File: src/rtl/bcd_updown_counter.sv
// Cascaded BCD up/down counter with clear, clamped parallel load, wrap or saturate at terminal count.
// Latency: count and ovf are registered (1 cycle); tc is combinational from count, en and up.
// Backpressure: none; one step is taken on every clk edge while en is high.
`timescale 1ns/1ps
module bcd_updown_counter #(
    parameter int DIGITS = 2,
    parameter int WRAP   = 1
) (
    input  logic                  clk,
    input  logic                  reset,
    input  logic                  en,
    input  logic                  up,
    input  logic                  clear,
    input  logic                  load,
    input  logic [4*DIGITS-1:0]   load_val,
    output logic [4*DIGITS-1:0]   count,
    output logic                  tc,
    output logic                  ovf
);

    localparam int W = 4 * DIGITS;

    logic         all9;
    logic         all0;
    logic         at_term;
    logic [W-1:0] stepped;
    logic [W-1:0] clamped;
    logic [W-1:0] count_nxt;
    logic         ovf_nxt;

    always_comb begin
        all9 = 1'b1;
        all0 = 1'b1;
        for (int i = 0; i < DIGITS; i++) begin
            if (count[4*i +: 4] != 4'd9) all9 = 1'b0;
            if (count[4*i +: 4] != 4'd0) all0 = 1'b0;
        end
    end

    assign at_term = up ? all9 : all0;
    assign tc      = en & at_term;

    // Ripple the carry/borrow: a digit moves only while every lower digit rolled over.
    always_comb begin
        logic       carry;
        logic [3:0] d;
        carry   = 1'b1;
        d       = 4'd0;
        stepped = count;
        for (int i = 0; i < DIGITS; i++) begin
            d = count[4*i +: 4];
            if (carry) begin
                if (up) begin
                    stepped[4*i +: 4] = (d == 4'd9) ? 4'd0 : d + 4'd1;
                    carry             = (d == 4'd9);
                end else begin
                    stepped[4*i +: 4] = (d == 4'd0) ? 4'd9 : d - 4'd1;
                    carry             = (d == 4'd0);
                end
            end
        end
    end

    always_comb begin
        clamped = load_val;
        for (int i = 0; i < DIGITS; i++) begin
            if (load_val[4*i +: 4] > 4'd9) clamped[4*i +: 4] = 4'd9;
        end
    end

    always_comb begin
        count_nxt = count;
        ovf_nxt   = 1'b0;
        if (clear) begin
            count_nxt = '0;
        end else if (load) begin
            count_nxt = clamped;
        end else if (en) begin
            ovf_nxt = at_term;
            if (!at_term || (WRAP != 0)) count_nxt = stepped;
        end
    end

    always_ff @(posedge clk or negedge reset) begin
        if (!reset) begin
            count <= '0;
            ovf   <= 1'b0;
        end else begin
            count <= count_nxt;
            ovf   <= ovf_nxt;
        end
    end

endmodule

File: config.mk
export PLATFORM = sky130hd
export DESIGN_NAME = bcd_updown_counter
export DESIGN_NICKNAME = d
export VERILOG_FILES = /design/src/rtl/bcd_updown_counter.sv
export SDC_FILE = /design/constraint.sdc
export NUM_CORES = 1
export LEC_CHECK = 0
export BUFFER_PORTS_ARGS = -buffer_cell sky130_fd_sc_hd__buf_2
export CAP_MARGIN = 10
export CORE_MARGIN = 3
export CORE_UTILIZATION = 45
export CTS_BUF_LIST = sky130_fd_sc_hd__clkbuf_16
export DETAILED_ROUTE_END_ITERATION = 10
export GPL_ROUTABILITY_DRIVEN = 0
export PLACE_DENSITY = 0.76
export SLEW_MARGIN = 20
export SYNTH_ARGS = -nofsm -noshare
export SYNTH_HDL_FRONTEND = slang
export SYNTH_SLANG_ARGS = --single-unit
File: constraint.sdc
create_clock -name clk -period 1.63 [get_ports clk]
set_clock_uncertainty 0.05 [all_clocks]
set_input_delay 0.0815 -clock clk [delete_from_list [all_inputs] [get_ports clk]]
set_output_delay 0.0815 -clock clk [all_outputs]
set_load 0.03 [all_outputs]
[Word level (Yosys, flattened, before mapping)]
Index checks and enable logic that the tools add are counted.
Storage, ports and cells
  register bits: 9
  input bits: 14
  output and inout bits: 10
  word-level logic and storage cells: 42
Cells by class
  $add $sub $neg: 4
  magnitude comparators: 2
  equal/unequal tests: 4
  multiplexer cells: 21
  bitwise logic cells: 1
  reductions and logical operators: 7
Operators by type and width (count)
  2-to-1 mux 4 bit: 9
  2-to-1 mux 8 bit: 3
  2-to-1 mux 1 bit: 9
  adder 4 x 1 -> 4 bit, second input constant: 2
  == test 4 bit, second input constant: 2
  > comparator 4 bit, second input constant: 2
  zero test 4 bit: 2
  inequality test 4 bit, second input constant: 2
  nonzero test 4 bit: 2
  subtractor 4 x 1 -> 4 bit, second input constant: 2
  nonzero test 3 bit: 2
  AND reduction 2 bit: 1
  bitwise AND 1 bit: 1

[Longest topological paths before layout]
  depth after elaboration: 7
  depth in mapped cells: 5
  gate-level depth less buffers: 4

[Worst setup path before layout]
Ideal clock, no wire load.
  path kind: register to register
  start: register count[0]
  end: register ovf
  setup time: 69 ps
  arrival: 1747 ps
  data required time: 1511 ps
  path slack: -235 ps
  cell stages (with the launch flop): 6
  buffers on the path: 1
  period minus slack after synthesis: 1865 ps
  cell sequence: dfrtp_1 -> buf_6 -> nor3_4 -> nand2_1 -> a21oi_1 -> and2_1
On the way
  cells in the longest elaborated chain, start to end: 7
  elaborated cells between the ends (all ways): 10
  classes of those cells: eq/ne (1); mux (8); reduce/logical (1)
Ends and longest elaborated chain
  from (decl): line 16  | output logic [4*DIGITS-1:0] count,
  from (signal assigned): line 89  | count <= count_nxt;
  inequality test 4 bit / nonzero test 4 bit (equally long branches): line 35, 36
  2-to-1 mux 1 bit, on equally long branches (2 in a row): line 35, 36
  2-to-1 mux 1 bit (*): line 40  | assign at_term = up ? all9 : all0;
  2-to-1 mux 1 bit (*): line 78  | end else if (en) begin
  2-to-1 mux 1 bit (*): line 76  | end else if (load) begin
  2-to-1 mux 1 bit (*): line 74  | if (clear) begin
  named net ovf_nxt: line 29  | logic ovf_nxt;
  to (signal assigned): line 90  | ovf <= ovf_nxt;
  to (decl): line 18  | output logic ovf
Mark *: on every way through the listed nets, which the timed path passes. The rest lies on a longest branch.
A chain may end at the register's enable or synchronous reset.

[Worst setup path in the final report]
  start: register count[0]
  end: register count[5]
On the way
  cells in the longest elaborated chain, start to end: 4
  elaborated cells between the ends (all ways): 5
  classes of those cells: eq/ne (1); mux (1); reduce/logical (3)
Ends and longest elaborated chain
  == test 4 bit / zero test 4 bit (equally long branches): line 55, 58
  2-to-1 mux 1 bit (*): line 53  | if (up) begin
  nonzero test 3 bit (no source line) (*)
  AND reduction 2 bit (no source line) (*)
Every way passes the cells marked *; elsewhere a longest branch is shown, timed or not.

==> flow_summary.ini <==
[outcome]
status = finished, final reports clean

[timing]
fin_hold_ws_ps = 30.2
worst_slack_ps = 60.6
setup-violations-final = 0
post-route-period-util_pct = 96.3
worst_slew_pin_slew_ps = 406
drv_slew = 0
hold_violations = 0
timing.slew.headroom_pct = 72.2
min_period_ps = 1570
fmax_mhz = 637

[routing]
viasPerCell = 5.94
first_pass_iters = 4
num_vias = 915
drt-total-wl_um = 2260
antenna_left = 0
drc = 0
wl_per_cell_um = 14.7
first_iter_violations = 36

[synthesis]
ys_ff_latch = 9
netlist_area_um2 = 800
yosys.cell_types.count = 43
synthFlopType = dfrtp_1
ys_seq_area_share_pct = 28.2
synth_nets = 112
syn_inst = 98
synth_area_per_cell_um2 = 8.16
yosysWarnings = 0
synth-edff-count = 0
synth-async-reset-ratio_pct = 100

[finish]
postLayoutCoreUtil_pct = 69.5
layout-drive-gt1-share_pct = 37.7
mostFrequentLayoutCells = 22 x buf_2, 12 x buf_4, 7 x inv_1, 7 x o21ai_0, 7 x dfrtp_1
final_common_cell = buf_2
area_growth_pct = 38.7
num_antenna_cells = 0
final_net_count = 145
instances_no_fill = 154

[floorplanning]
die_w_um = 48.2
boundaryPins = 24
dieHeight_um = 48.2
die-area_um2 = 2320
initial_utilization_pct = 50.2
rows = 14
coreArea_um2 = 1590

[min_path]
hp-class = in -> reg

[setup_path]
cp_max_fo = 9
cp_slowest_cell = dfrtp_2
path_class = reg -> reg
max_stage_delay_ps = 440
crit_arrival_ps = 1640
end_kind = flop
required_ps = 1700
cp_top_family = simple AND/OR/NAND/NOR gates
crit_chain = and3_2 > o211ai_4 > or3b_1 > a32o_1
critPathBufInv = 0
startpoint_type = flop

[pwr]
combinationalPowerShare_pct = 27.0
peakVddDrop_mv = 0.699
swShare_pct = 29.9
p_switching_mw = 0.290
clkPwrFrac_pct = 44.6
seq_power_share_pct = 28.4
p_leak_nw = 0.492
internal-power_mw = 0.679
pwr_density_cell_nw_per_um2 = 874

[cts]
numCtsBuffers = 3
clock_latency_ps = 240
cts_tree = yes
htree_num_levels = 1
cts.path.max_buffers = 2
clk_pin_slew_ps = 40
root_buffer = clkbuf_16
clock_sink_count = 9

[global_routing]
grtUsageTotal_pct = 21.8
grt_pass1_wl_um = 3520
globalRouteOverflowTotal = 0
antenna_found_initial = 0
grt_pass1_vias = 790
grt_start_max_net_pins = 12

[placement]
dpl.hpwl_um = 1640
dp_cells = 146
preCtsSetupSlack_ps = -38.4
io_buffers = 23

[flow_run]
cap_violations = 0
-- metrics by stage --
step / TNS, ps / instance area (um^2) / power, mW
final: 0 / 1110 / 0.969
after global routing: -5.76 / 1110 / 1.01
after CTS: 0 / 1070 / 0.958
after detailed placement: -38.4 / 977 / 0.518
after global placement: 0 / 977 / 0.514
after floorplan: -114 / 807 / 0.432
-- cells by family (layout without fill, tap and decap cells) --
group	Yosys count	after routing	share of synthesized area [%]
xor gates and xnor gates	6	6	6.57
buffers and inverters	15	47	8.92
and+or+nand+nor	35	35	26.6
AOI/OAI and AO/OA	33	33	29.7
DFF	9	9	28.2
-- flip-flops by register name, indices dropped and copies added (netlist names) --
| name | count |
|---|---|
| ovf | 1 |
| count | 8 |
-- power groups by stage --
stage          combinational, mW  sequential [mW]  clock (mW)
2_1_floorplan              0.147            0.285           0
3_3_place_gp               0.239            0.275           0
3_5_place_dp               0.241            0.277           0
4_1_cts                    0.245            0.274       0.439
5_1_grt                    0.286            0.279       0.449
6_report                   0.262            0.275       0.432
-- per-layer routing --
| layer | vias to the layer above | share of wire, % | GRT usage [%] |
|---|---|---|---|
| li1 | 429 | - | - |
| met1 | 425 | 43 | 31.4 |
| met2 | 54 | 44 | 29.2 |
| met3 | 7 | 11 | 8.12 |
| met4 | 0 | 1.8 | 8.06 |
| met5 | - | 0 | 0 |
-- synth_stat cells, types with 2 or more instances --
cell type,number,area share (%)
a221oi_1,2,2.2
a21oi_1,6,3.8
nand2_1,3,1.4
nand3b_1,2,1.9
buf_2,3,1.9
nor2b_1,4,3.1
nand3_1,4,2.5
o211ai_1,2,1.9
a2111oi_0,2,2.2
nor2_1,6,2.8
inv_1,6,2.8
clkbuf_1,4,1.9
o21ai_0,7,4.4
xor2_1,2,2.2
nor3_1,4,2.5
xnor2_1,4,4.4
a31oi_1,3,2.3
dfrtp_1,9,28
-- tightest hold or removal path, cell delays in order --
cell	delay, ps
buf_2	90
nand2_1	50
o31ai_1	60
-- area by class of cell --
class / instances / area [um^2]
multi-input combinational: 74 / 517
fill: 126 / 485
timing repair buffer: 37 / 233
sequential: 9 / 228
clock buffer: 3 / 75.1
tap: 24 / 30.0
inverter: 6 / 22.5
clock inverter: 1 / 3.75
-- path summary, 6_finish.rpt --
kind	from	endpoint	slack, ps	cells after the start
worst max-delay path	count[0]	count[5]	60	4
worst min-delay path	load_val[6]	count[6]	30	3
worst max register to register	count[0]	count[5]	60	4
worst min register to register	count[0]	count[3]	630	2
max in group asynchronous	reset	count[3]	1150	2
min in group asynchronous	reset	ovf	180	2
-- what timing repair did --
| item | in CTS | in global routing |
|---|---|---|
| pin swaps | 0 | 3 |
| buffers inserted | 0 | 3 |
| hold buffers | 1 | 0 |
| gates resized for setup | 1 | 5 |
| hold endpoints to repair | 9 | 0 |
| setup endpoints to repair | 1 | 4 |
| gates cloned | 0 | 0 |
(Power assumes the default switching activity.)
